--- src/rtl/draw_sprite.sv ---
// draw_sprite: overlays an SPR_W x SPR_H sprite, fetched from an external synchronous ROM, onto
// the VGA stream. The position, mirror and enable inputs are latched on the rising edge of vblnk,
// so a sprite never tears mid-frame. Pixels that equal KEY_RGB are transparent. Every output
// field, sprite or not, is delayed by exactly LAT = ROM_LAT + 2 cycles.
//
// Ports:
//   clk, rst          pixel clock; asynchronous active-high reset
//   x_value, y_value  requested sprite top-left corner (screen coordinates)
//   mirror            1 = draw the sprite flipped horizontally
//   enable            0 = sprite hidden (stream passes through)
//   rgb_pixel         ROM data for the pixel_addr issued ROM_LAT cycles earlier
//   vga_in_*          incoming stream: hcount, vcount, hsync, vsync, hblnk, vblnk, rgb
//   vga_out_*         same fields, LAT cycles later, with the sprite overlaid
//   pixel_addr        registered ROM address (0 when there is no hit)
module draw_sprite #(
  parameter int unsigned SPR_W   = 48,
  parameter int unsigned SPR_H   = 64,
  parameter int unsigned ROM_LAT = 2,
  parameter int unsigned ADDR_W  = 12,
  parameter logic [11:0] KEY_RGB = 12'hFFF
) (
  input  logic              clk,
  input  logic              rst,
  input  logic [11:0]       x_value,
  input  logic [11:0]       y_value,
  input  logic              mirror,
  input  logic              enable,
  input  logic [11:0]       rgb_pixel,
  input  logic [10:0]       vga_in_hcount,
  input  logic [10:0]       vga_in_vcount,
  input  logic              vga_in_hsync,
  input  logic              vga_in_vsync,
  input  logic              vga_in_hblnk,
  input  logic              vga_in_vblnk,
  input  logic [11:0]       vga_in_rgb,
  output logic [10:0]       vga_out_hcount,
  output logic [10:0]       vga_out_vcount,
  output logic              vga_out_hsync,
  output logic              vga_out_vsync,
  output logic              vga_out_hblnk,
  output logic              vga_out_vblnk,
  output logic [11:0]       vga_out_rgb,
  output logic [ADDR_W-1:0] pixel_addr
);

  // Delay-line depth: the address stage plus ROM_LAT stages waiting for ROM data.
  localparam int DLY = int'(ROM_LAT) + 1;
  // Packed VGA bundle: {hcount, vcount, hsync, vsync, hblnk, vblnk, rgb}.
  localparam int FW  = 38;

  // Frame-latched shadow registers.
  logic [11:0] sx, sy;
  logic        smir, sen, armed, vblnk_prev;
  logic        vblnk_rise;

  assign vblnk_rise = vga_in_vblnk & ~vblnk_prev;

  always_ff @(posedge clk or posedge rst) begin
    if (rst) begin
      sx         <= '0;
      sy         <= '0;
      smir       <= 1'b0;
      sen        <= 1'b0;
      armed      <= 1'b0;
      vblnk_prev <= 1'b0;
    end else begin
      vblnk_prev <= vga_in_vblnk;
      if (vblnk_rise) begin
        sx    <= x_value;
        sy    <= y_value;
        smir  <= mirror;
        sen   <= enable;
        armed <= 1'b1;
      end
    end
  end

  // Stage 0: hit test and address calculation. 13-bit compares so sx + SPR_W never wraps.
  logic [12:0]       h13, v13, sx13, sy13, x_end, y_end;
  logic [12:0]       col_off, row_off, col13;
  logic              in_x, in_y, hit;
  logic [ADDR_W-1:0] addr_next;

  always_comb begin
    h13       = {2'b00, vga_in_hcount};
    v13       = {2'b00, vga_in_vcount};
    sx13      = {1'b0, sx};
    sy13      = {1'b0, sy};
    x_end     = sx13 + 13'(SPR_W);
    y_end     = sy13 + 13'(SPR_H);
    in_x      = (h13 >= sx13) && (h13 < x_end);
    in_y      = (v13 >= sy13) && (v13 < y_end);
    hit       = armed & sen & ~vga_in_hblnk & ~vga_in_vblnk & in_x & in_y;
    col_off   = h13 - sx13;
    row_off   = v13 - sy13;
    col13     = smir ? (13'(SPR_W - 1) - col_off) : col_off;
    // Only meaningful when hit; row/col then fit in ADDR_W bits for legal parameters.
    addr_next = ADDR_W'(row_off) * ADDR_W'(SPR_W) + ADDR_W'(col13);
  end

  // Stage 1 onward: address register and the delay line that waits for ROM data.
  logic [FW-1:0]  fields_in;
  logic [FW-1:0]  fields_dly [DLY];
  logic [DLY-1:0] hit_dly;

  assign fields_in = {vga_in_hcount, vga_in_vcount, vga_in_hsync, vga_in_vsync,
                      vga_in_hblnk, vga_in_vblnk, vga_in_rgb};

  always_ff @(posedge clk or posedge rst) begin
    if (rst) begin
      pixel_addr <= '0;
      hit_dly    <= '0;
      for (int i = 0; i < DLY; i++) begin
        fields_dly[i] <= '0;
      end
    end else begin
      pixel_addr    <= hit ? addr_next : '0;
      hit_dly[0]    <= hit;
      fields_dly[0] <= fields_in;
      for (int i = 1; i < DLY; i++) begin
        hit_dly[i]    <= hit_dly[i-1];
        fields_dly[i] <= fields_dly[i-1];
      end
    end
  end

  // Output register: ROM data arrives aligned with the last delay-line stage.
  logic [FW-1:0] tail;
  logic [11:0]   rgb_sel;

  always_comb begin
    tail    = fields_dly[DLY-1];
    rgb_sel = (hit_dly[DLY-1] && (rgb_pixel != KEY_RGB)) ? rgb_pixel : tail[11:0];
  end

  always_ff @(posedge clk or posedge rst) begin
    if (rst) begin
      vga_out_hcount <= '0;
      vga_out_vcount <= '0;
      vga_out_hsync  <= 1'b0;
      vga_out_vsync  <= 1'b0;
      vga_out_hblnk  <= 1'b0;
      vga_out_vblnk  <= 1'b0;
      vga_out_rgb    <= '0;
    end else begin
      vga_out_hcount <= tail[37:27];
      vga_out_vcount <= tail[26:16];
      vga_out_hsync  <= tail[15];
      vga_out_vsync  <= tail[14];
      vga_out_hblnk  <= tail[13];
      vga_out_vblnk  <= tail[12];
      vga_out_rgb    <= rgb_sel;
    end
  end

endmodule

--- config.mk ---
export PLATFORM = sky130hd
export DESIGN_NAME = draw_sprite
export DESIGN_NICKNAME = d
export VERILOG_FILES = /design/src/rtl/draw_sprite.sv
export SDC_FILE = /design/constraint.sdc
export NUM_CORES = 1
export LEC_CHECK = 0
export CORE_MARGIN = 3
export CORE_UTILIZATION = 45
export DETAILED_ROUTE_END_ITERATION = 8
export GPL_ROUTABILITY_DRIVEN = 1
export PLACE_DENSITY = 0.82
export SETUP_SLACK_MARGIN = 0.1
export SYNTH_ARGS = -nofsm -noshare
export SYNTH_HDL_FRONTEND = slang
export SYNTH_SLANG_ARGS = --single-unit
--- constraint.sdc ---
create_clock -name clk -period 7 [get_ports clk]
set_input_delay 1.75 -clock clk [delete_from_list [all_inputs] [get_ports clk]]
set_output_delay 1.75 -clock clk [all_outputs]
set_load 0.02 [all_outputs]
== Yosys cells after proc, flatten, opt, wreduce, memory -nomap -nowiden ==
Index checks and enable logic that the tools add are counted.

* Input bits: 78
* Flip-flop bits (word level): 195
* Output and inout port bits: 50
* Logic and storage cells: 45

* Bitwise operators: 9
* Multiplexer cells: 3
* Reduce and logical (&&, ||, !) cells: 3
* Add/subtract/negate cells: 6
* Order comparisons: 4
* Equality and inequality tests: 1
* Multipliers: 1

{| class="wikitable"
|+ Operator list
! kind !! number
|-
| $mux 12 || 3
|-
| $lt 11x13->1 || 2
|-
| $ge 11x12->1 || 2
|-
| $sub 11x12->12 || 2
|-
| $add 12x6->13 const B || 1
|-
| $add 12x7->13 const B || 1
|-
| $add 12x12->12 || 1
|-
| $mul 12x2->8 const B || 1
|-
| $ne 12x12->1 const B || 1
|-
| $sub 6x12->12 const A || 1
|-
| $and 1x1->1 || 6
|-
| $logic_and 1x1->1 || 3
|-
| $not 1->1 || 3
|}

== Depth between registers and ports, before layout ==
Gate-level depths: netlist (run 1).

* Depth in word-level cells: 6
* Gate-level depth with buffers: 20
* Gate-level depth less buffers: 20

== Worst setup path after synthesis (run 1) ==
No wires, ideal clock.

* Path kind: in2reg
* Start point: in vga_in_hcount[0]
* End point: reg pixel_addr[11]
* Setup time: 0.072 ns
* Data arrival time: 5.199 ns
* Path buffers: 0
* Setup slack: 1.729 ns
* Data required time: 6.928 ns
* Stages: 19
* Path through: inv_1 ha_1 inv_1 fa_1 nand3_1 a21boi_1 o21a_1 or3_1 and2_1 o31ai_1 xor2_1 ha_1 o21a_1 a21o_1 a21o_1 a21oi_4 xnor3_1 xor2_1 nor2_1

* Word-level cells in the longest chain between the ends: 5
* Elaborated cells on any way between the ends: 10
* Classes of those cells: add/sub (3); order compare (2); mux (2); bitwise (2); reduce/logical (1)

{| class="wikitable"
|+ Ends and longest elaborated chain
! element !! RTL line !! text
|-
| from (decl) || 29 || <nowiki>input logic [10:0] vga_in_hcount,</nowiki>
|-
| $sub 11x12->12, or another cell as far along || 94 || <nowiki>col_off = h13 - sx13;</nowiki>
|-
| $sub 6x12->12 / $logic_and 1x1->1 (equally long branches) || 96, 91 ||
|-
| $mux 12 / $and 1x1->1 (equally long branches) || 96, 93 ||
|-
| $add 12x12->12 / $and 1x1->1 (equally long branches) || 98, 93 ||
|-
| $mux 12 (*) || 117 || <nowiki>pixel_addr <= hit ? addr_next : '0;</nowiki>
|-
| to (signal assigned) || 117 ||
|-
| to (decl) || 43 || <nowiki>output logic [ADDR_W-1:0] pixel_addr</nowiki>
|}

Every way passes the cells marked *; elsewhere a longest branch is shown, timed or not.
A chain may end at the register's enable or synchronous reset.

== Worst setup path in the final report (run 1) ==
Ends and elaborated chain as after synthesis.

==> metrics.md, run 1 <==
| Metric | Value |
|---|---|
| Outcome | `finished, final reports clean` |
| Number of vias after detailed routing | `4654` |
| Initial antenna violation count | `1` |
| Vertical extent of the die | `135 um` |
| Cell area reported after detailed placement | `0.00905 sq mm` |
| Class of the most critical setup path | `primary input to flop` |
| Highest metal used | `met5` |
| Insertion delay of the later-clocked pin in the worst-skew pair | `0.43 ns` |
| Core occupancy in the finished layout | `0.600` |
| Starting density of the core | `0.466` |
| Filler cell count | `1225` |
| Final worst-path cycle share | `0.819` |
| Minimum period implied by the final worst setup slack | `5.73 ns` |
| Part of the Yosys area used for sequential elements | `0.647` |
| Vias in the first global route | `4904` |
| IO Count | `128` |
| Setup Total Neg Slack | `0 ns` |
| Hold EP | `vga_out_vcount[2]` |
| Share of final-layout standard cells stronger than drive strength 1 | `0.0937` |
| Iter 0 DRT Violations | `289` |
| Setup Slack @ Placement | `0.889 ns` |
| Worst reg2reg path endpoint | `pixel_addr[11]` |
| Critical Path Slowest Stage Cell | `clkdlybuf4s50_1` |
| Synth top area cells | `dfrtp_1 (65%), ha_1 (8.3%), xnor2_1 (3.2%)` |
| Post-synthesis async set-or-reset flop share | `1.00` |
| Max incr delay on CP | `0.42 ns` |
| Setup repair after global routing missed its margin | `no` |
| Final HPWL from detailed placement | `10.5 mm` |
| Synthesis-to-layout area growth | `28.7%` |
| Measured slew at the worst slew-check pin | `0.976 ns` |
| Number of flip-flops and latches in the synthesized netlist | `194` |
| Number of different library cells in the post-synthesis netlist | `53` |
| Critical-path maximum fanout | `3` |
| Number of buffers inserted for hold repair after clock tree synthesis | `0` |
| Leakage power total | `4.29 nW` |
| Final hold viol count | `0` |
| FF-to-FF Start | `sx[0]` |
| Pre-Repair DR Iteration Count | `4` |
| Number of remaining DRC errors | `0` |
| Max-cap viol count | `0` |
| Largest net degree at the start of global routing | `195` |
| Data required time of the critical path | `7.29 ns` |
| Crit end category | `flop` |
| Dpl cells | `899` |
| Std cell rows | `46` |
| CTS root buffer | `clkbuf_16` |
| Most frequently used cell type in the post-synthesis netlist | `dfrtp_1` |
| Final Setup Violations | `0` |
| Gate count after technology mapping | `562` |
| Sum of met2 wire segment lengths after detailed routing | `7.56 mm` |
| Maximum level of the CTS H-tree | `4` |
| CTS clk-pin slew, worst paths | `0.07 ns` |
| Number of buffers created by CTS | `17` |
| Net count after synthesis | `694` |
| Total Routing Usage GR | `0.170` |
| Maximum clock rate | `174 MHz` |
| Type of element launching the critical path | `primary input` |
| Antenna cell count | `0` |
| Aggregate global routing overflow | `0` |
| CTS tree | `built` |
| Average routed wire per standard cell | `16.0 um` |
| Worst-case vdd ir drop | `0.193 mV` |
| Post-CTS Setup Bufs | `0` |
| Die outline area | `0.0183 sq mm` |
| Yosys warns | `0` |
| Post-route worst setup slack | `1.27 ns` |
| Final design area excluding fillers | `0.00966 sq mm` |
| Met3 WL | `920 um` |
| Ordered list of cells on the worst path | `clkdlybuf4s50_1 -> inv_1 -> ha_1 -> inv_1 -> fa_1 -> nand3_1 -> a21boi_1 -> o21a_1 -> or3_1 -> and2_1 -> o31ai_1 -> xor2_1 -> ha_1 -> o21a_1 -> a21o_1 -> a21o_1 -> a21oi_4 -> xnor3_1 -> xor2_1 -> nor2_1` |
| Port buffer count | `127` |
| Post-CTS resize count | `0` |
| List of most frequent post-synthesis cells | `dfrtp_1 (194), ha_1 (50), inv_1 (35), o21ai_0 (35), nand2_1 (30)` |
| Via density | `5.00` |
| Share of the synthesized area in the top cell type | `0.647` |
| M1 wire length | `6.26 mm` |
| Worst reg2reg setup slack | `2.70 ns` |
| Netlist Area Pre-Place | `0.00751 sq mm` |
| Number of enable-type register cells in the synthesized netlist | `0` |
| Cell family with the largest share of critical-path delay | `compound AO/OA/AOI/OAI gates` |
| Clock sinks | `194` |
| Area of the placeable core | `0.0161 sq mm` |
| Clock tree skew after final layout | `0.0121 ns` |
| Maximum buffer depth of the clock tree | `2` |
| R2r worst-path depth | `18` |
| Antenna violation net count after detailed routing | `0` |
| Filler-free cell count of the finished design | `931` |
| Average instance area after synthesis | `13.4 sq um` |
| DRT Wirelength | `14.9 mm` |
| Headroom to the max-slew limit | `0.346` |
| Pins over their slew limit | `0` |
| Hold Path Origin | `tail[18]` |
| Cells on Worst Hold Path | `0` |
| Biggest area consumer among synthesized cells | `dfrtp_1` |
| Synth Flop Type | `dfrtp_1` |
| Number of buffer and inverter instances along the worst setup path | `3` |
| Weighted congestion reported at the end of routability-driven placement | `0.835` |
| Final net count | `834` |
| Arrival time worst endpoint | `6.02 ns` |
| Horizontal die dimension | `135 um` |
| Power per standard cell area | `327 mW/mm^2` |
| First-pass GRT wire length | `24.2 mm` |
| Class of the tightest hold or removal check | `flop to flop` |
## where the power goes
group	internal, mW	switching [mW]	total [mW]
sequential	1.19	0.0294	1.21
clock	0.554	0.414	0.968
combinational	0.473	0.508	0.981
total	2.21	0.951	3.16
## layout by cell type (no fill, tap or decap), types with 3 or more instances in the layout
cell type	Yosys	routed
nand4_1	7	7
o21a_1	9	9
nor2_1	26	26
nand3_1	11	11
ha_1	50	50
clkinvlp_4	0	3
and3_1	4	4
dfrtp_1	194	194
clkbuf_16	0	17
xor2_1	10	10
a211oi_1	3	3
o31ai_1	3	3
a31oi_1	3	3
o21bai_1	3	3
clkinv_4	0	3
nand2_1	30	30
nor3_1	6	6
clkdlybuf4s50_1	0	127
nand2b_1	4	4
o21ai_0	35	35
a21oi_1	15	15
o21ai_1	5	5
inv_2	4	4
nor2b_1	5	4
or3_1	4	4
mux2_2	18	18
fa_1	4	4
inv_1	35	34
a21o_1	8	8
xnor2_1	27	27
## sequential cells by signal, indices dropped and copies added (netlist names)
signal and count:
fields_dly 76, tail 38, pixel_addr 12, sx 12, sy 12, vga_out_rgb 12, vga_out_hcount 11, vga_out_vcount 11
hit_dly 3, armed 1, sen 1, smir 1, vga_out_hblnk 1, vga_out_hsync 1, vga_out_vblnk 1, vga_out_vsync 1
## worst reg2reg max path: cells and delay by family (launching register included)
kind / cells / cell delay (ns)
buffers and inverters: 1 / 0.06
adders and majority gates: 3 / 0.87
DFF: 1 / 0.36
xor gates and xnor gates: 3 / 0.75
and+or+nand+nor: 4 / 0.77
AOI/OAI and AO/OA: 7 / 1.36
## through the flow
stage / hold slack [ns] / power (mW)
2_1_floorplan: 0.331 / 1.97
3_3_place_gp: 0.331 / 2.15
3_5_place_dp: 0.335 / 2.19
4_1_cts: 0.346 / 3.18
5_1_grt: 0.348 / 3.33
6_report: 0.343 / 3.16
## layout make-up
type,count,area (sq um),share of cell area
flip-flops and latches,194,4850,0.502
multi-input cells,320,2470,0.256
repair buffers,130,1310,0.135
clock buffers,20,457,0.0473
well taps,216,270,0.0280
clock inverters,12,151,0.0157
inverters,39,150,0.0155
## metal layers
layer | vias up | global-route usage
met1 | 2285 | 0.211
met4 | 2 | 0.0448
met2 | 141 | 0.288
li1 | 2211 | -
met5 | - | 0
met3 | 15 | 0.0542
## worst max path at each step
stage | from | end | slack (ns) | cells past startpoint
finish | vga_in_hcount[0] | pixel_addr[11] | 1.27 | 20
global route | vga_in_hcount[0] | pixel_addr[11] | 1.07 | 20
CTS | vga_in_hcount[0] | pixel_addr[11] | 1.32 | 20
detailed placement | vga_in_hcount[0] | pixel_addr[11] | 0.89 | 20
global placement | vga_in_hcount[0] | pixel_addr[11] | 1.14 | 20
floorplan | vga_in_hcount[0] | pixel_addr[11] | 1.73 | 19
## cells by family (layout without fill, tap and decap cells)
family                     count (synthesis)  count (layout)  synth area share
and+or+nand+nor                          103             103            0.0650
adders and majority gates                 54              54            0.0940
buffers and inverters                     48             201            0.0242
muxes                                     19              19            0.0283
AOI/OAI and AO/OA                        105             105            0.0927
xor gates and xnor gates                  39              39            0.0492
DFF                                      194             194             0.647
No activity file was read; power rests on OpenSTA's default activity.
==> run 2, diff against run 1 <==
--- a/config.mk
+++ b/config.mk
@@ -9,7 +9,7 @@
 export CORE_UTILIZATION = 45
 export DETAILED_ROUTE_END_ITERATION = 8
 export GPL_ROUTABILITY_DRIVEN = 1
-export PLACE_DENSITY = 0.82
+export PLACE_DENSITY = 0.8
 export SETUP_SLACK_MARGIN = 0.1
 export SYNTH_ARGS = -nofsm -noshare
 export SYNTH_HDL_FRONTEND = slang
==> constraint.sdc (replaced) <==
create_clock -name clk -period 5.5 [get_ports clk]
set_input_delay 1.375 -clock clk [delete_from_list [all_inputs] [get_ports clk]]
set_output_delay 1.375 -clock clk [all_outputs]
set_load 0.02 [all_outputs]
==> run 2 against run 1 <==
Compared with the run above:
- non-clock buffer count increased by 3
- final area about the same
- routed wire length decreased by 3.5%
- critical path depth unchanged
- utilization about the same
- hold slack got worse by 0.00054 ns
- die area unchanged
==> metrics.md, run 2 (synthesis results as in run 1) <==
| Metric | Value |
|---|---|
| CTS root buffer | `clkbuf_16 (unchanged)` |
| Final net count | `837 (was 834)` |
| Final worst-path cycle share | `0.928` |
| CTS tree | `built (unchanged)` |
| Final HPWL from detailed placement | `10.1 mm (was 10.5 mm)` |
| R2r worst-path depth | `17 (was 18)` |
| Minimum period implied by the final worst setup slack | `5.10 ns` |
| Initial antenna violation count | `0 (was 1)` |
| Pre-Repair DR Iteration Count | `4 (unchanged)` |
| Antenna cell count | `0 (unchanged)` |
| Antenna violation net count after detailed routing | `0 (unchanged)` |
| Type of element launching the critical path | `primary input (unchanged)` |
| Critical Path Slowest Stage Cell | `clkdlybuf4s50_1 (unchanged)` |
| Most common cell after layout, fill and taps aside | `dfrtp_1 (unchanged)` |
| Setup Slack @ Placement | `-0.0331 ns (was 0.889 ns)` |
| Horizontal die dimension | `135 um (unchanged)` |
| Largest register by flop count | `fields_dly (unchanged)` |
| Dpl cells | `902 (was 899)` |
| Number of buffers inserted for hold repair after clock tree synthesis | `0 (unchanged)` |
| Most frequent cells in the layout | `dfrtp_1 (194), clkdlybuf4s50_1 (127), ha_1 (50), o21ai_0 (35), inv_1 (34) (unchanged)` |
| Worst-case vdd ir drop | `0.265 mV (was 0.193 mV)` |
| DRT Wirelength | `14.4 mm (was 14.9 mm)` |
| Number of flip-flops in the largest register | `76 (unchanged)` |
| First-pass GRT wire length | `23.5 mm (was 24.2 mm)` |
| Proportion of power drawn by the clock network | `0.304 (was 0.306)` |
| Hold Path Origin | `tail[12] (was tail[18])` |
| Maximum clock rate | `196 MHz` |
| Combinational Power Share | `0.307 (was 0.310)` |
| Insertion delay of the later-clocked pin in the worst-skew pair | `0.43 ns (about the same)` |
| Share of final-layout standard cells stronger than drive strength 1 | `0.0989 (was 0.0937)` |
| Arrival time worst endpoint | `5.40 ns (was 6.02 ns)` |
| Storage cell area | `0.00485 sq mm (unchanged)` |
| Largest net degree at the start of global routing | `117 (was 195)` |
| Critical-path maximum fanout | `3 (unchanged)` |
| Starting density of the core | `0.466 (unchanged)` |
| Class of the most critical setup path | `primary input to flop (unchanged)` |
| Post-CTS Setup Bufs | `0 (unchanged)` |
| Cell area reported after detailed placement | `0.00908 sq mm (was 0.00905 sq mm)` |
| Total internal power | `2.77 mW (was 2.21 mW)` |
| Setup Total Neg Slack | `0 ns (unchanged)` |
| CTS clk-pin slew, worst paths | `0.07 ns (about the same)` |
| Final hold viol count | `0 (unchanged)` |
| Area of the placeable core | `0.0161 sq mm (unchanged)` |
| Setup repair after global routing missed its margin | `no (unchanged)` |
| Max-cap viol count | `0 (unchanged)` |
| Total Routing Usage GR | `0.165 (was 0.170)` |
| Vias in the first global route | `4844 (was 4904)` |
| Clock sinks | `194 (unchanged)` |
| Number of remaining DRC errors | `0 (unchanged)` |
| Iter 0 DRT Violations | `208 (was 289)` |
| Worst reg2reg setup slack | `1.49 ns (was 2.70 ns)` |
| Smallest hold slack | `0.343 ns (about the same)` |
| Via density | `4.89 (was 5.00)` |
| Beginning of the critical path | `vga_in_hcount[0] (unchanged)` |
| Clock tree skew after final layout | `0.00849 ns (was 0.0121 ns)` |
| Crit end category | `flop (unchanged)` |
| Overall power | `3.98 mW (was 3.16 mW)` |
| Post-CTS resize count | `0 (unchanged)` |
| Core occupancy in the finished layout | `0.600 (about the same)` |
| Port buffer count | `127 (unchanged)` |
| Die outline area | `0.0183 sq mm (unchanged)` |
| Vertical extent of the die | `135 um (unchanged)` |
| Final Setup Violations | `0 (unchanged)` |
| Aggregate global routing overflow | `0 (unchanged)` |
| Headroom to the max-slew limit | `0.377 (was 0.346)` |
| IO Count | `128 (unchanged)` |
| Std cell rows | `46 (unchanged)` |
| Number of vias after detailed routing | `4564 (was 4654)` |
| Total area of multi-input combinational cells | `0.00247 sq mm (unchanged)` |
| Number of buffers created by CTS | `17 (unchanged)` |
| FF-to-FF Start | `sx[1] (was sx[0])` |
| Ordered list of cells on the worst path | `clkdlybuf4s50_1 -> inv_1 -> ha_1 -> inv_1 -> fa_1 -> nand3_1 -> a21boi_1 -> o21a_1 -> or3_1 -> and2_1 -> o31ai_1 -> xor2_1 -> ha_1 -> o21a_1 -> a21o_1 -> a21o_1 -> a21oi_4 -> xnor3_1 -> xor2_1 -> nor2_1 (unchanged)` |
| Fraction of power consumed by sequential logic | `0.389 (was 0.384)` |
| Maximum level of the CTS H-tree | `4 (unchanged)` |
| Net switching fraction of the power | `0.304 (was 0.301)` |
| Outcome | `finished, final reports clean (unchanged)` |
| Worst setup path endpoint | `pixel_addr[11] (unchanged)` |
| Post-route worst setup slack | `0.397 ns (was 1.27 ns)` |
| Class of the tightest hold or removal check | `flop to flop (unchanged)` |
| Worst reg2reg path endpoint | `pixel_addr[11] (unchanged)` |
| Filler cell count | `1210 (was 1225)` |
| Filler-free cell count of the finished design | `934 (was 931)` |
| Weighted congestion reported at the end of routability-driven placement | `0.857 (was 0.835)` |
| Measured slew at the worst slew-check pin | `0.934 ns (was 0.976 ns)` |
| Leakage power total | `4.29 nW (about the same)` |
| Synthesis-to-layout area growth | `28.8% (was 28.7%)` |
| Pins over their slew limit | `0 (unchanged)` |
| Power per standard cell area | `411 mW/mm^2 (was 327 mW/mm^2)` |
| Final design area excluding fillers | `0.00967 sq mm (was 0.00966 sq mm)` |
| Data required time of the critical path | `5.80 ns (was 7.29 ns)` |
| Switching Power | `1.21 mW (was 0.951 mW)` |
| Average routed wire per standard cell | `15.4 um (was 16.0 um)` |
| Max incr delay on CP | `0.43 ns (was 0.42 ns)` |
| Maximum buffer depth of the clock tree | `2 (unchanged)` |
## run 2: cell count changes in the layout (fill, tap and decap cells not counted), sizes merged
cell / delta
bufinv: -1
clkinvlp: +2
clkbuf: -2
inv: +3
buf: +3
clkinv: -2
## run 2: how the worst min path moves through the flow
stage	to	depth (start not counted)	slack [ns]
CTS	vga_out_vblnk	0	0.35
global placement	tail[7]	0	0.33
detailed placement	fields_dly[43]	0	0.33
finish	vga_out_vblnk	0	0.34
floorplan	fields_dly[38]	0	0.33
global route	fields_dly[45]	0	0.35
## run 2: final cells by class
type	instances	area share
Clock inverter	14	0.0155
Multi-Input combinational cell	320	0.256
Clock buffer	18	0.0454
Inverter	39	0.0155
Timing Repair Buffer	133	0.137
Sequential cell	194	0.502
Tap cell	216	0.0280
## run 2: power by group through the flow
stage / Sequential [mW] / Clock, mW / Combinational [mW]
finish: 1.54 / 1.21 / 1.22
global route: 1.55 / 1.31 / 1.35
CTS: 1.55 / 1.24 / 1.23
detailed placement: 1.57 / 0 / 1.21
global placement: 1.57 / 0 / 1.17
floorplan: 1.58 / 0 / 0.921
## run 2: metal layers
| layer | GRT usage | vias to the layer above | part of all wire |
|---|---|---|---|
| li1 | - | 2203 | - |
| met1 | 0.210 | 2213 | 0.44 |
| met2 | 0.272 | 128 | 0.49 |
| met3 | 0.0520 | 20 | 0.059 |
| met4 | 0.0515 | 0 | 0.016 |
| met5 | 0 | - | 0 |
## run 2: worst max-delay path, delay by kind of cell
kind | cells | cell delay [ns]
adders and majority gates | 3 | 0.83
and+or+nand+nor | 4 | 0.69
xor gates and xnor gates | 3 | 0.75
AOI/OAI and AO/OA | 7 | 1.20
buffers and inverters | 3 | 0.56
